<file path="src/rtl/gpu_pkg.sv">
// Shape codes and sequencer state encoding shared by the shape sequencer and the
// line/arc datapaths that consume its control strobes.
package gpu_pkg;

  localparam int SHAPE_LINE = 0;
  localparam int SHAPE_TRI  = 1;
  localparam int SHAPE_ARC  = 2;
  localparam int SHAPE_POLY = 3;

  typedef enum logic [3:0] {
    IDLE,
    DECODE,
    LOAD,
    DRAW,
    DRAIN,
    ARC_LOAD,
    ARC_STEP,
    ARC_DRAIN,
    DONE
  } state_t;

endpackage

</file>
<file path="src/rtl/shape_sequencer.sv">
// Shape sequencer: steps line segments or arc sweeps, pops the pixel FIFO between them.
// LINE with ldone/fifo_empty high completes 5 cycles after newshape; waitrequest stalls arc steps and pops.
module shape_sequencer
  import gpu_pkg::*;
#(
  parameter int MAX_VERTS  = 8,
  parameter int ARC_PHASES = 8,
  parameter int IDW        = 4,
  localparam int VCW = $clog2(MAX_VERTS + 1),
  localparam int SIW = $clog2(MAX_VERTS),
  localparam int PHW = $clog2(ARC_PHASES)
) (
  input  logic           clk,
  input  logic           nreset,
  input  logic           newshape,
  input  logic [IDW-1:0] shapeid,
  input  logic [VCW-1:0] vcount,
  input  logic           ldone,
  input  logic           adone,
  input  logic           waitrequest,
  input  logic           fifo_empty,
  output logic           busy,
  output logic           primsel,
  output logic [SIW-1:0] seg_idx,
  output logic           seg_load,
  output logic           write,
  output logic           enable,
  output logic [PHW-1:0] phase,
  output logic           read,
  output logic           shapedone,
  output logic           err
);

  state_t         state_q, state_d;
  logic [SIW-1:0] seg_idx_q, seg_idx_d;
  logic [PHW-1:0] phase_q, phase_d;
  logic [VCW-1:0] nseg_q, nseg_d;
  logic [IDW-1:0] id_q, id_d;
  logic [VCW-1:0] vcount_q, vcount_d;

  logic pop_ok;
  logic last_seg;
  logic poly_ok;

  assign pop_ok   = !fifo_empty && !waitrequest;
  assign last_seg = (VCW'(seg_idx_q) + VCW'(1)) == nseg_q;
  assign poly_ok  = (vcount_q >= VCW'(3)) && (vcount_q <= VCW'(MAX_VERTS));

  always_ff @(posedge clk or negedge nreset) begin
    if (!nreset) begin
      state_q   <= IDLE;
      seg_idx_q <= '0;
      phase_q   <= '0;
      nseg_q    <= '0;
      id_q      <= '0;
      vcount_q  <= '0;
    end else begin
      state_q   <= state_d;
      seg_idx_q <= seg_idx_d;
      phase_q   <= phase_d;
      nseg_q    <= nseg_d;
      id_q      <= id_d;
      vcount_q  <= vcount_d;
    end
  end

  always_comb begin
    state_d   = state_q;
    seg_idx_d = seg_idx_q;
    phase_d   = phase_q;
    nseg_d    = nseg_q;
    id_d      = id_q;
    vcount_d  = vcount_q;
    primsel   = 1'b0;
    seg_load  = 1'b0;
    write     = 1'b0;
    enable    = 1'b0;
    read      = 1'b0;
    shapedone = 1'b0;
    err       = 1'b0;

    case (state_q)
      IDLE: begin
        if (newshape) begin
          id_d     = shapeid;
          vcount_d = vcount;
          state_d  = DECODE;
        end
      end
      DECODE: begin
        seg_idx_d = '0;
        if (id_q == IDW'(SHAPE_LINE)) begin
          nseg_d  = VCW'(1);
          state_d = LOAD;
        end else if (id_q == IDW'(SHAPE_TRI)) begin
          nseg_d  = VCW'(3);
          state_d = LOAD;
        end else if (id_q == IDW'(SHAPE_ARC)) begin
          state_d = ARC_LOAD;
        end else if (id_q == IDW'(SHAPE_POLY) && poly_ok) begin
          nseg_d  = vcount_q;
          state_d = LOAD;
        end else begin
          err     = 1'b1;
          state_d = IDLE;
        end
      end
      LOAD: begin
        seg_load = 1'b1;
        state_d  = DRAW;
      end
      DRAW: begin
        enable = 1'b1;
        if (ldone) state_d = DRAIN;
      end
      DRAIN: begin
        read = pop_ok;
        if (fifo_empty) begin
          if (last_seg) begin
            state_d = DONE;
          end else begin
            seg_idx_d = seg_idx_q + SIW'(1);
            state_d   = LOAD;
          end
        end
      end
      ARC_LOAD: begin
        primsel = 1'b1;
        write   = 1'b1;
        phase_d = '0;
        state_d = ARC_STEP;
      end
      ARC_STEP: begin
        primsel = 1'b1;
        enable  = !waitrequest;
        // adone only counts at the end of a sweep; otherwise the sweep repeats
        if (!waitrequest) begin
          if (phase_q == PHW'(ARC_PHASES - 1)) begin
            if (adone) state_d = ARC_DRAIN;
            else       phase_d = '0;
          end else begin
            phase_d = phase_q + PHW'(1);
          end
        end
      end
      ARC_DRAIN: begin
        primsel = 1'b1;
        read    = pop_ok;
        if (fifo_empty) state_d = DONE;
      end
      DONE: begin
        shapedone = 1'b1;
        state_d   = IDLE;
      end
      default: state_d = IDLE;
    endcase
  end

  assign busy    = (state_q != IDLE);
  assign seg_idx = seg_idx_q;
  assign phase   = phase_q;

endmodule

</file>
<file path="config.mk">
export PLATFORM = sky130hd
export DESIGN_NAME = shape_sequencer
export DESIGN_NICKNAME = d
export VERILOG_FILES = /design/src/rtl/gpu_pkg.sv /design/src/rtl/shape_sequencer.sv
export SDC_FILE = /design/constraint.sdc
export NUM_CORES = 1
export LEC_CHECK = 0
export BUFFER_PORTS_ARGS = -buffer_cell sky130_fd_sc_hd__buf_2
export CORE_UTILIZATION = 46
export CTS_CLUSTER_DIAMETER = 40
export CTS_CLUSTER_SIZE = 24
export DETAILED_ROUTE_END_ITERATION = 10
export HOLD_SLACK_MARGIN = 0.12
export PLACE_DENSITY = 0.69
export SLEW_MARGIN = 20
export SYNTH_ARGS = -nofsm -noshare
export SYNTH_HDL_FRONTEND = slang
export SYNTH_SLANG_ARGS = --single-unit
</file>
<file path="constraint.sdc">
create_clock -name clk -period 2.15 [get_ports clk]
set_clock_uncertainty 0.1 [all_clocks]
set_input_delay 0 -clock clk [delete_from_list [all_inputs] [get_ports clk]]
set_output_delay 0 -clock clk [all_outputs]
set_load 0.01 [all_outputs]
</file>
==> results of run 1 <==
## cell type report
class                           instances  area share (%)
Multi-Input combinational cell        106            43.3
Sequential cell                        22            31.7
Timing Repair Buffer                   48            18.4
Tap cell                               31            2.23
Clock inverter                          1            1.73
Clock buffer                            3            1.30
Inverter                                6            1.30
## sequential cells by signal (all words and copies together), names as in the netlist
name      flops
nseg_q        4
phase         3
seg_idx       3
id_q          4
vcount_q      4
state_q       4
## per-layer routing
metal	up-vias	GRT usage, %	wire length, µm
li1	599	-	-
met1	572	26.7	1320
met2	40	38.8	1570
met3	10	3.00	106
met4	0	10.5	91
met5	-	0	0
## critical path, cell delays in order, from the launching register on
cell	delay [ns]
dfrtp_1	0.59
inv_2	0.16
o311a_1	0.42
o31ai_4	0.36
a221o_1	0.16
a21oi_1	0.05
## synthesized netlist by cell type (2+ instances only)
cell type  instances  area share, %
inv_1              5            1.4
mux2_2             8            6.6
nor2_1            10            2.8
nand3_1            7            2.6
nor3_1             6            2.2
o21ai_0            6            2.2
xor2_1             2            1.3
dfrtp_1           22             41
o211ai_1           2            1.1
a211oi_1           2            1.1
nand2_1           20            5.5
nand2b_1           7            3.2
ha_1               3            2.8
a21oi_1            4            1.5
buf_2              2           0.74
mux2i_1            7            5.2
## cells by family after synthesis
group / after synthesis / share of synthesized area [%]
AO/OA/AOI/OAI: 26 / 15.3
XOR/XNOR: 3 / 1.93
adder cells (fa/ha/maj): 3 / 2.76
buffers and inverters: 11 / 4.05
flip-flops: 22 / 40.5
multiplexers: 15 / 11.8
AND/OR/NAND/NOR: 59 / 23.7
## per-stage QoR
stage | std cells | area [µm²] | setup slack (ns)
final | 217 | 1740 | 0.211
after global routing | 217 | 1740 | 0.0840
after CTS | 217 | 1740 | 0.221
after detailed placement | 199 | 1550 | 0.242
after global placement | 199 | 1550 | 0.277
after floorplan | 139 | 1360 | 0.316
## worst min path at each step
stage	from	to	slack (ns)	cells after the start
after floorplan	nreset	id_q[0]$_DFFE_PN0P_	-0.40	0
after global placement	nreset	seg_idx[2]$_DFFE_PN0P_	-0.11	1
after detailed placement	nreset	seg_idx[2]$_DFFE_PN0P_	-0.10	1
after CTS	newshape	id_q[3]$_DFFE_PN0P_	0.25	3
after global routing	nreset	state_q[3]$_DFFE_PN0P_	0.21	3
final	nreset	state_q[3]$_DFFE_PN0P_	0.15	3
## cells in the final DEF, fill, tap and decap left out, types with 2 or more instances in the layout
cell / netlist / layout
buf_2: 2 / 29
mux2_2: 8 / 8
xor2_1: 2 / 2
nand2_1: 20 / 20
o211ai_1: 2 / 2
ha_1: 3 / 3
mux2i_1: 7 / 7
o21ai_0: 6 / 6
inv_1: 5 / 5
nor3_1: 6 / 6
nand3_1: 7 / 7
nor2_1: 10 / 10
nand2b_1: 7 / 7
dfrtp_1: 22 / 22
a211oi_1: 2 / 2
a21oi_1: 4 / 4
buf_4: 1 / 6
dlygate4sd3_1: 0 / 13
clkbuf_4: 0 / 3
## repair_timing
item                                    4_1_cts  5_1_grt
endpoints found under the setup margin        0        0
endpoints found under the hold margin        36        0
resized for setup                             0        0
hold buffers                                 14        0
## report_power, final
| group | switching [W] | internal [W] |
|---|---|---|
| Combinational | 0.000546 | 0.000522 |
| Sequential | 0.000225 | 0.000581 |
| Clock | 0.000137 | 0.000188 |
| Total | 0.000908 | 0.00129 |
==> results.cfg, run 1 <==
[status]
status = finished clean

[finish]
layout.area.seq_um2 = 551
area_growth_pct = 27.9
multiInputGateArea_um2 = 753
drive_gt1_share_pct = 29.6
layout.nets = 205
n_antenna_cell = 0
fill_cells = 242
post-route-util_pct = 62.5

[global_route]
grt_max_degree = 23
antenna_found_initial = 0
grt_pass1_wl_um = 5420
track_usage_pct = 22.1
grt_pass1_vias = 1234
grt_overflow_total = 0

[clocking]
clock_sinks = 22
clock_path_buffers = 2
tritoncts = built
htree_levels = 1
numCtsBuffers = 3
insertion_delay_ns = 0.32
clkTransAtPathRegs_ns = 0.14
post_cts_buffers = 0
root_buffer = clkbuf_4

[route]
drc = 0
wl_um = 3090
wl_per_cell_um = 14.2
first_iter_violations = 40
vias = 1221
dr.pass1.iters = 4
antenna_left = 0
viasPerCell = 5.63

[sta]
grt_setup_unrepaired = false
fmax_mhz = 516
slew_headroom_pct = 66.7
hold_viol = 0
setup_viol = 0
period_share_pct = 90.2
finalSetupTns_ns = 0
slew_violations = 0
worst_hold_slack_ns = 0.152
fin_crit_ns = 1.94
worst_pin_slew_ns = 0.500

[placed_design]
dp_hpwl_um = 2240
io_buffers = 28
place_congestion = 0.835

[floorplan]
fp-row-count = 19
die_h_um = 56.4
fp.coreArea_um2 = 2780
fp.dieW_um = 56.4
io-pin-count = 29
dieArea_um2 = 3180
start_util_pct = 48.9

[logic_synthesis]
ys.flop_type = dfrtp_1
syn-num-nets = 157
yosys_register_bits = 22
yosysSeqAreaShare_pct = 40.5
syn_area_per_cell_um2 = 9.78
syn_inst = 139
synth_edf_count = 0
netlist_area_um2 = 1360
ys_async_sr_fraction_pct = 100
yosys_warnings = 0
synth_cell_types = 42

[critical_path]
critPathArrivalTime_ns = 2.06
criticalPathCategory = reg -> reg
required_ns = 2.27
cp_max_fo = 11
crit_path_start = state_q[1]$_DFFE_PN0P_
cp-end-kind = flop
r2r_slack_ns = 0.21
r2r_end = state_q[0]$_DFFE_PN0P_
reg2reg_depth = 5
cp-start-kind = flop
rr_startpoint = state_q[1]$_DFFE_PN0P_
crit_end = state_q[0]$_DFFE_PN0P_

[power]
leakage_nw = 0.837
p_per_area_nw_per_um2 = 1270
p_total_w = 0.00220
irDropWorstVdd_mv = 0.755

[job]
drv_cap = 0

[min_path]
hp-class = in -> async
(Power assumes the default switching activity.)
==> run 2: changes to the inputs <==
--- a/config.mk
+++ b/config.mk
@@ -12,6 +12,7 @@
 export DETAILED_ROUTE_END_ITERATION = 10
 export HOLD_SLACK_MARGIN = 0.12
 export PLACE_DENSITY = 0.69
+export RECOVER_POWER = 50
 export SLEW_MARGIN = 20
 export SYNTH_ARGS = -nofsm -noshare
 export SYNTH_HDL_FRONTEND = slang
==> run 2 against run 1 <==
Sequential share of layout area increased by 0.21 points. Non-clock buffer count unchanged. Sequential cell count unchanged. Global-route usage unchanged. Fmax increased by 0.21%. Critical path depth unchanged. Via count decreased by 0.82%. Core utilization decreased by 0.40 points. Register-to-register slack about the same. Critical path type unchanged. Largest cell class unchanged. Highest routed layer unchanged.
==> results.cfg, run 2 (synthesis results as in run 1) <==
[power]
leakage_nw = 0.801
irDropWorstVdd_mv = 0.754
p_total_w = 0.00219
p_per_area_nw_per_um2 = 1270

[placed_design]
place_congestion = 0.835
io_buffers = 28
pre_cts_slack_ns = 0.242
dp_hpwl_um = 2240

[clocking]
post_cts_buffers = 0
clkTransAtPathRegs_ns = 0.14
insertion_delay_ns = 0.32
clock_path_buffers = 2
htree_levels = 1
root_buffer = clkbuf_4
numCtsBuffers = 3
tritoncts = built
clock_sinks = 22

[route]
wl_um = 3090
viasPerCell = 5.58
antenna_left = 0
first_iter_violations = 40
vias = 1211
drc = 0
wl_per_cell_um = 14.2
dr.pass1.iters = 4

[min_path]
hp-class = in -> reg
hp-start = newshape

[global_route]
grt_max_degree = 23
antenna_found_initial = 0
track_usage_pct = 22.1
grt_overflow_total = 0
grt_pass1_vias = 1234
grt_pass1_wl_um = 5420

[job]
drv_cap = 0

[floorplan]
fp.dieW_um = 56.4
dieArea_um2 = 3180
fp-row-count = 19
start_util_pct = 48.9
fp.coreArea_um2 = 2780
die_h_um = 56.4
io-pin-count = 29

[critical_path]
cp_slowest_cell = dfrtp_1
r2r_slack_ns = 0.22
cp_num_buf_inv = 1
crit_cells = 5
criticalPathCategory = reg -> reg
r2r_end = state_q[0]$_DFFE_PN0P_
critPathArrivalTime_ns = 2.06
required_ns = 2.27
cp_max_fo = 11
crit_path_start = state_q[1]$_DFFE_PN0P_
crit_chain = inv_2, o311a_1, o31ai_4, a221o_1, a21oi_1
cpLargestDelayFamily = compound AO/OA/AOI/OAI gates
rr_startpoint = state_q[1]$_DFFE_PN0P_
slowest_delay_ns = 0.59
reg2reg_depth = 5
crit_end = state_q[0]$_DFFE_PN0P_
cp-end-kind = flop
cp-start-kind = flop

[finish]
fill_cells = 245
area_growth_pct = 27.1
final_cell_mix = 22 x dfrtp_1, 20 x nand2_1, 20 x buf_2
layout_commonest_cell = dfrtp_1
post-route-util_pct = 62.1
layout.nets = 205
n_antenna_cell = 0
drive_gt1_share_pct = 24.7

[sta]
grt_setup_unrepaired = false
slew_headroom_pct = 19.5
period_share_pct = 90.0
slew_violations = 0
worst_hold_slack_ns = 0.245
hold_viol = 0
finalSetupTns_ns = 0
fmax_mhz = 517
fin_crit_ns = 1.93
worst_pin_slew_ns = 1.21
setup_viol = 0
setup_slack_ns = 0.215

[status]
status = finished clean
[run 2: cell count changes in the layout (fill, tap and decap cells not counted)]
cell,delta
buf_2,-9
clkbuf_1,+9
[run 2: layout make-up]
class | instances | area [µm²] | area share [%]
Clock buffer | 3 | 22.5 | 1.30
Clock inverter | 1 | 30.0 | 1.74
Inverter | 6 | 22.5 | 1.30
Multi-Input combinational cell | 106 | 753 | 43.6
Sequential cell | 22 | 551 | 31.9
Tap cell | 31 | 38.8 | 2.25
Timing Repair Buffer | 48 | 309 | 17.9
[run 2: per-layer routing]
metal  part of all wire, %  track usage (%)
met1                    43             26.7
met2                    51             38.8
met3                   3.8             3.00
met4                   2.9             10.5
met5                     0                0
[run 2: worst min path at each step]
stage                               to  slack, ns  cells past startpoint
2_1_floorplan      id_q[0]$_DFFE_PN0P_      -0.40                      0
3_3_place_gp    seg_idx[2]$_DFFE_PN0P_      -0.11                      1
3_5_place_dp    seg_idx[2]$_DFFE_PN0P_      -0.10                      1
4_1_cts            id_q[3]$_DFFE_PN0P_       0.25                      3
5_1_grt        vcount_q[3]$_DFFE_PN0P_       0.25                      3
6_report           id_q[3]$_DFFE_PN0P_       0.24                      3
[run 2: worst register-to-register path: stages (launching register included)]
cell and delay (ns):
dfrtp_1 0.59, inv_2 0.16, o311a_1 0.42, o31ai_4 0.36, a221o_1 0.17, a21oi_1 0.05
[run 2: what timing repair did]
item / in CTS / in global routing
hold buffers: 14 / 0
endpoints found under the hold margin: 36 / 0
gates resized for setup: 0 / 0
[run 2: stage by stage]
step,cell area [µm²],cells
2_1_floorplan,1360,139
3_3_place_gp,1550,199
3_5_place_dp,1550,199
4_1_cts,1740,217
5_1_grt,1730,217
6_report,1730,217
[run 2: power by group]
| part | internal (W) | switching [W] |
|---|---|---|
| clock | 0.000188 | 0.000137 |
| combinational | 0.000514 | 0.000545 |
| sequential | 0.000581 | 0.000225 |
| total | 0.00128 | 0.000907 |
==> run 3: changes to the inputs <==
--- a/config.mk
+++ b/config.mk
@@ -5,6 +5,7 @@
 export SDC_FILE = /design/constraint.sdc
 export NUM_CORES = 1
 export LEC_CHECK = 0
+export ABC_AREA = 1
 export BUFFER_PORTS_ARGS = -buffer_cell sky130_fd_sc_hd__buf_2
 export CORE_UTILIZATION = 46
 export CTS_CLUSTER_DIAMETER = 40
==> run 3 against run 2 <==
Synthesized area shrank 0.83%. Clock power is 44% lower. Critical path depth grew 2. Sequential cell count did not move. Via count is 8.8% higher. Sequential share of layout area decreased by 0.56 points. Core utilization up 1.8 points.
==> results.cfg, run 3 <==
[clocking]
clock_path_buffers = 2
clkTransAtPathRegs_ns = 0.12
tritoncts = built
insertion_delay_ns = 0.29
root_buffer = clkbuf_4
clock_sinks = 22
htree_levels = 1
numCtsBuffers = 3

[route]
antenna_left = 0
viasPerCell = 4.88
vias = 1318
wl_per_cell_um = 10.8
drc = 0
first_iter_violations = 46
wl_um = 2910
dr.pass1.iters = 4

[power]
p_per_area_nw_per_um2 = 1040
irDropWorstVdd_mv = 0.723
p_int_w = 0.00102
p_total_w = 0.00183
power_frac_comb_pct = 50.9
p_seq_share_pct = 39.2
leakage_nw = 0.969
p_clk_share_pct = 9.9
switchingPower_w = 0.000807
swShare_pct = 44.1

[placed_design]
place_congestion = 0.912
dp_cells = 243
io_buffers = 28
pre_cts_slack_ns = 0.438
placedInstanceArea_um2 = 1510
dp_hpwl_um = 2080

[status]
status = finished clean

[critical_path]
crit_path_start = state_q[1]$_DFFE_PN0P_
rr_startpoint = state_q[1]$_DFFE_PN0P_
cp-end-kind = flop
required_ns = 2.23
slowest_delay_ns = 0.57
cp_slowest_cell = dlygate4sd3_1
criticalPathCategory = reg -> reg
cp_max_fo = 14
crit_chain = nor2_2, inv_1, nor2_2, nand2_2, nor2_1, dlygate4sd3_1, a21oi_1
crit_top_cell = nor2_2
critPathArrivalTime_ns = 2.13
cp-start-kind = flop

[floorplan]
fp.coreArea_um2 = 2760
dieArea_um2 = 3150
die_h_um = 56.1
fp.dieW_um = 56.1
io-pin-count = 29
start_util_pct = 48.9
fp-row-count = 19

[finish]
final_cells = 270
layout_commonest_cell = nand2_1
final_cell_mix = 54 x nand2_1, 28 x inv_1, 24 x buf_2
area_growth_pct = 30.7
drive_gt1_share_pct = 19.7
finalInstanceArea_um2 = 1760
layout.nets = 259
n_antenna_cell = 0

[logic_synthesis]
yosys-top-cells-count = 54 x nand2_1, 28 x inv_1, 22 x dfrtp_1
ys.flop_type = dfrtp_1
syn-num-nets = 204
netlist_area_um2 = 1350
netlist.area_leader.share_pct = 40.9
yosysSeqAreaShare_pct = 40.9
syn_area_per_cell_um2 = 7.24
synthTopCellsByArea = dfrtp_1 41%, nand2_1 15%, inv_1 7.8%
synth_cell_types = 25
yosys_register_bits = 22
yosysTopAreaCell = dfrtp_1
syn_inst = 186
yosys_warnings = 0
synth_edf_count = 0
ys_async_sr_fraction_pct = 100
yosysMostFrequentCell = nand2_1

[job]
drv_cap = 0

[sta]
setup_viol = 0
slew_violations = 0
period_share_pct = 95.0
fin_crit_ns = 2.04
worst_pin_slew_ns = 1.17
setup_slack_ns = 0.107
fmax_mhz = 490
hold_viol = 0
slew_headroom_pct = 21.8

[global_route]
grt_pass1_wl_um = 5030
grt_pass1_vias = 1216
grt_max_degree = 23
track_usage_pct = 19.9
grt_overflow_total = 0
antenna_found_initial = 0

[min_path]
hp-class = in -> reg
hp-start = ldone
## run 3: changes by cell type in the layout (fill, tap and decap cells not counted), moves of 4 or more
cell / previous run / this run
mux2i_1: 7 / 0
nor3_1: 6 / 2
buf_2: 20 / 24
nand2_1: 20 / 54
nand3_1: 7 / 11
buf_4: 6 / 0
dlygate4sd3_1: 13 / 22
mux2_2: 8 / 2
nand2b_1: 7 / 0
nor2_1: 10 / 19
inv_1: 5 / 28
## run 3: area by class of cell
cell class                      count  area, µm²
Tap cell                           31       38.8
Clock buffer                        3       22.5
Sequential cell                    22        552
Timing Repair Buffer               52        363
Fill cell                         254        996
Inverter                           32        120
Multi-Input combinational cell    130        666
## run 3: cells by family (layout without fill, tap and decap cells)
logic type	after synthesis	after routing	synth area share, %
fa+ha+maj	3	3	2.79
simple gates	98	98	32.8
xor+xnor	3	3	1.95
compound gates	24	24	9.84
mux	2	2	1.67
flops	22	22	40.9
buf+inv	34	87	10.1
## run 3: per-stage QoR
step                hold slack (ns)  util, %  TNS [ns]
floorplan                    -0.396        -         0
global placement             -0.113     54.8         0
detailed placement           -0.109     54.8         0
CTS                           0.134     63.9         0
global route                  0.245     63.9   -0.0117
finish                        0.170     63.9         0
## run 3: power by group through the flow
| stage | Clock [W] | Combinational (W) | Sequential (W) |
|---|---|---|---|
| 6_report | 0.000182 | 0.000931 | 0.000716 |
| 5_1_grt | 0.000206 | 0.00107 | 0.000738 |
| 4_1_cts | 0.000189 | 0.000922 | 0.000718 |
| 3_5_place_dp | 0 | 0.000847 | 0.000727 |
| 3_3_place_gp | 0 | 0.000828 | 0.000715 |
| 2_1_floorplan | 0 | 0.000665 | 0.000693 |
## run 3: worst paths after layout
check | endpoint | cells after the start | slack [ns]
max | id_q[1]$_DFFE_PN0P_ | 7 | 0.11
min | state_q[2]$_DFFE_PN0P_ | 8 | 0.17
max reg2reg | id_q[1]$_DFFE_PN0P_ | 7 | 0.11
min reg2reg | nseg_q[2]$_DFFE_PN0P_ | 2 | 0.40
max in group asynchronous | state_q[1]$_DFFE_PN0P_ | 3 | 0.75
min in group asynchronous | seg_idx[2]$_DFFE_PN0P_ | 3 | 0.43
## run 3: per-layer routing
metal  global-route usage, %  wire length, µm
met5                       0                0
met4                    3.14               37
met3                    3.72               96
met2                    35.5             1430
met1                    25.5             1350
## run 3: what timing repair did
action,CTS,global route
resized for setup,0,2
hold buffers,23,0
endpoints found under the hold margin,37,0
endpoints found under the setup margin,0,6
buffers inserted,0,1
## run 3: worst max-delay path, delay by kind of cell, from the launching register on
family / cells / cell delay, ns
AND/OR/NAND/NOR: 4 / 0.62
AO/OA/AOI/OAI: 1 / 0.04
flip-flops: 1 / 0.50
buffers and inverters: 2 / 0.66
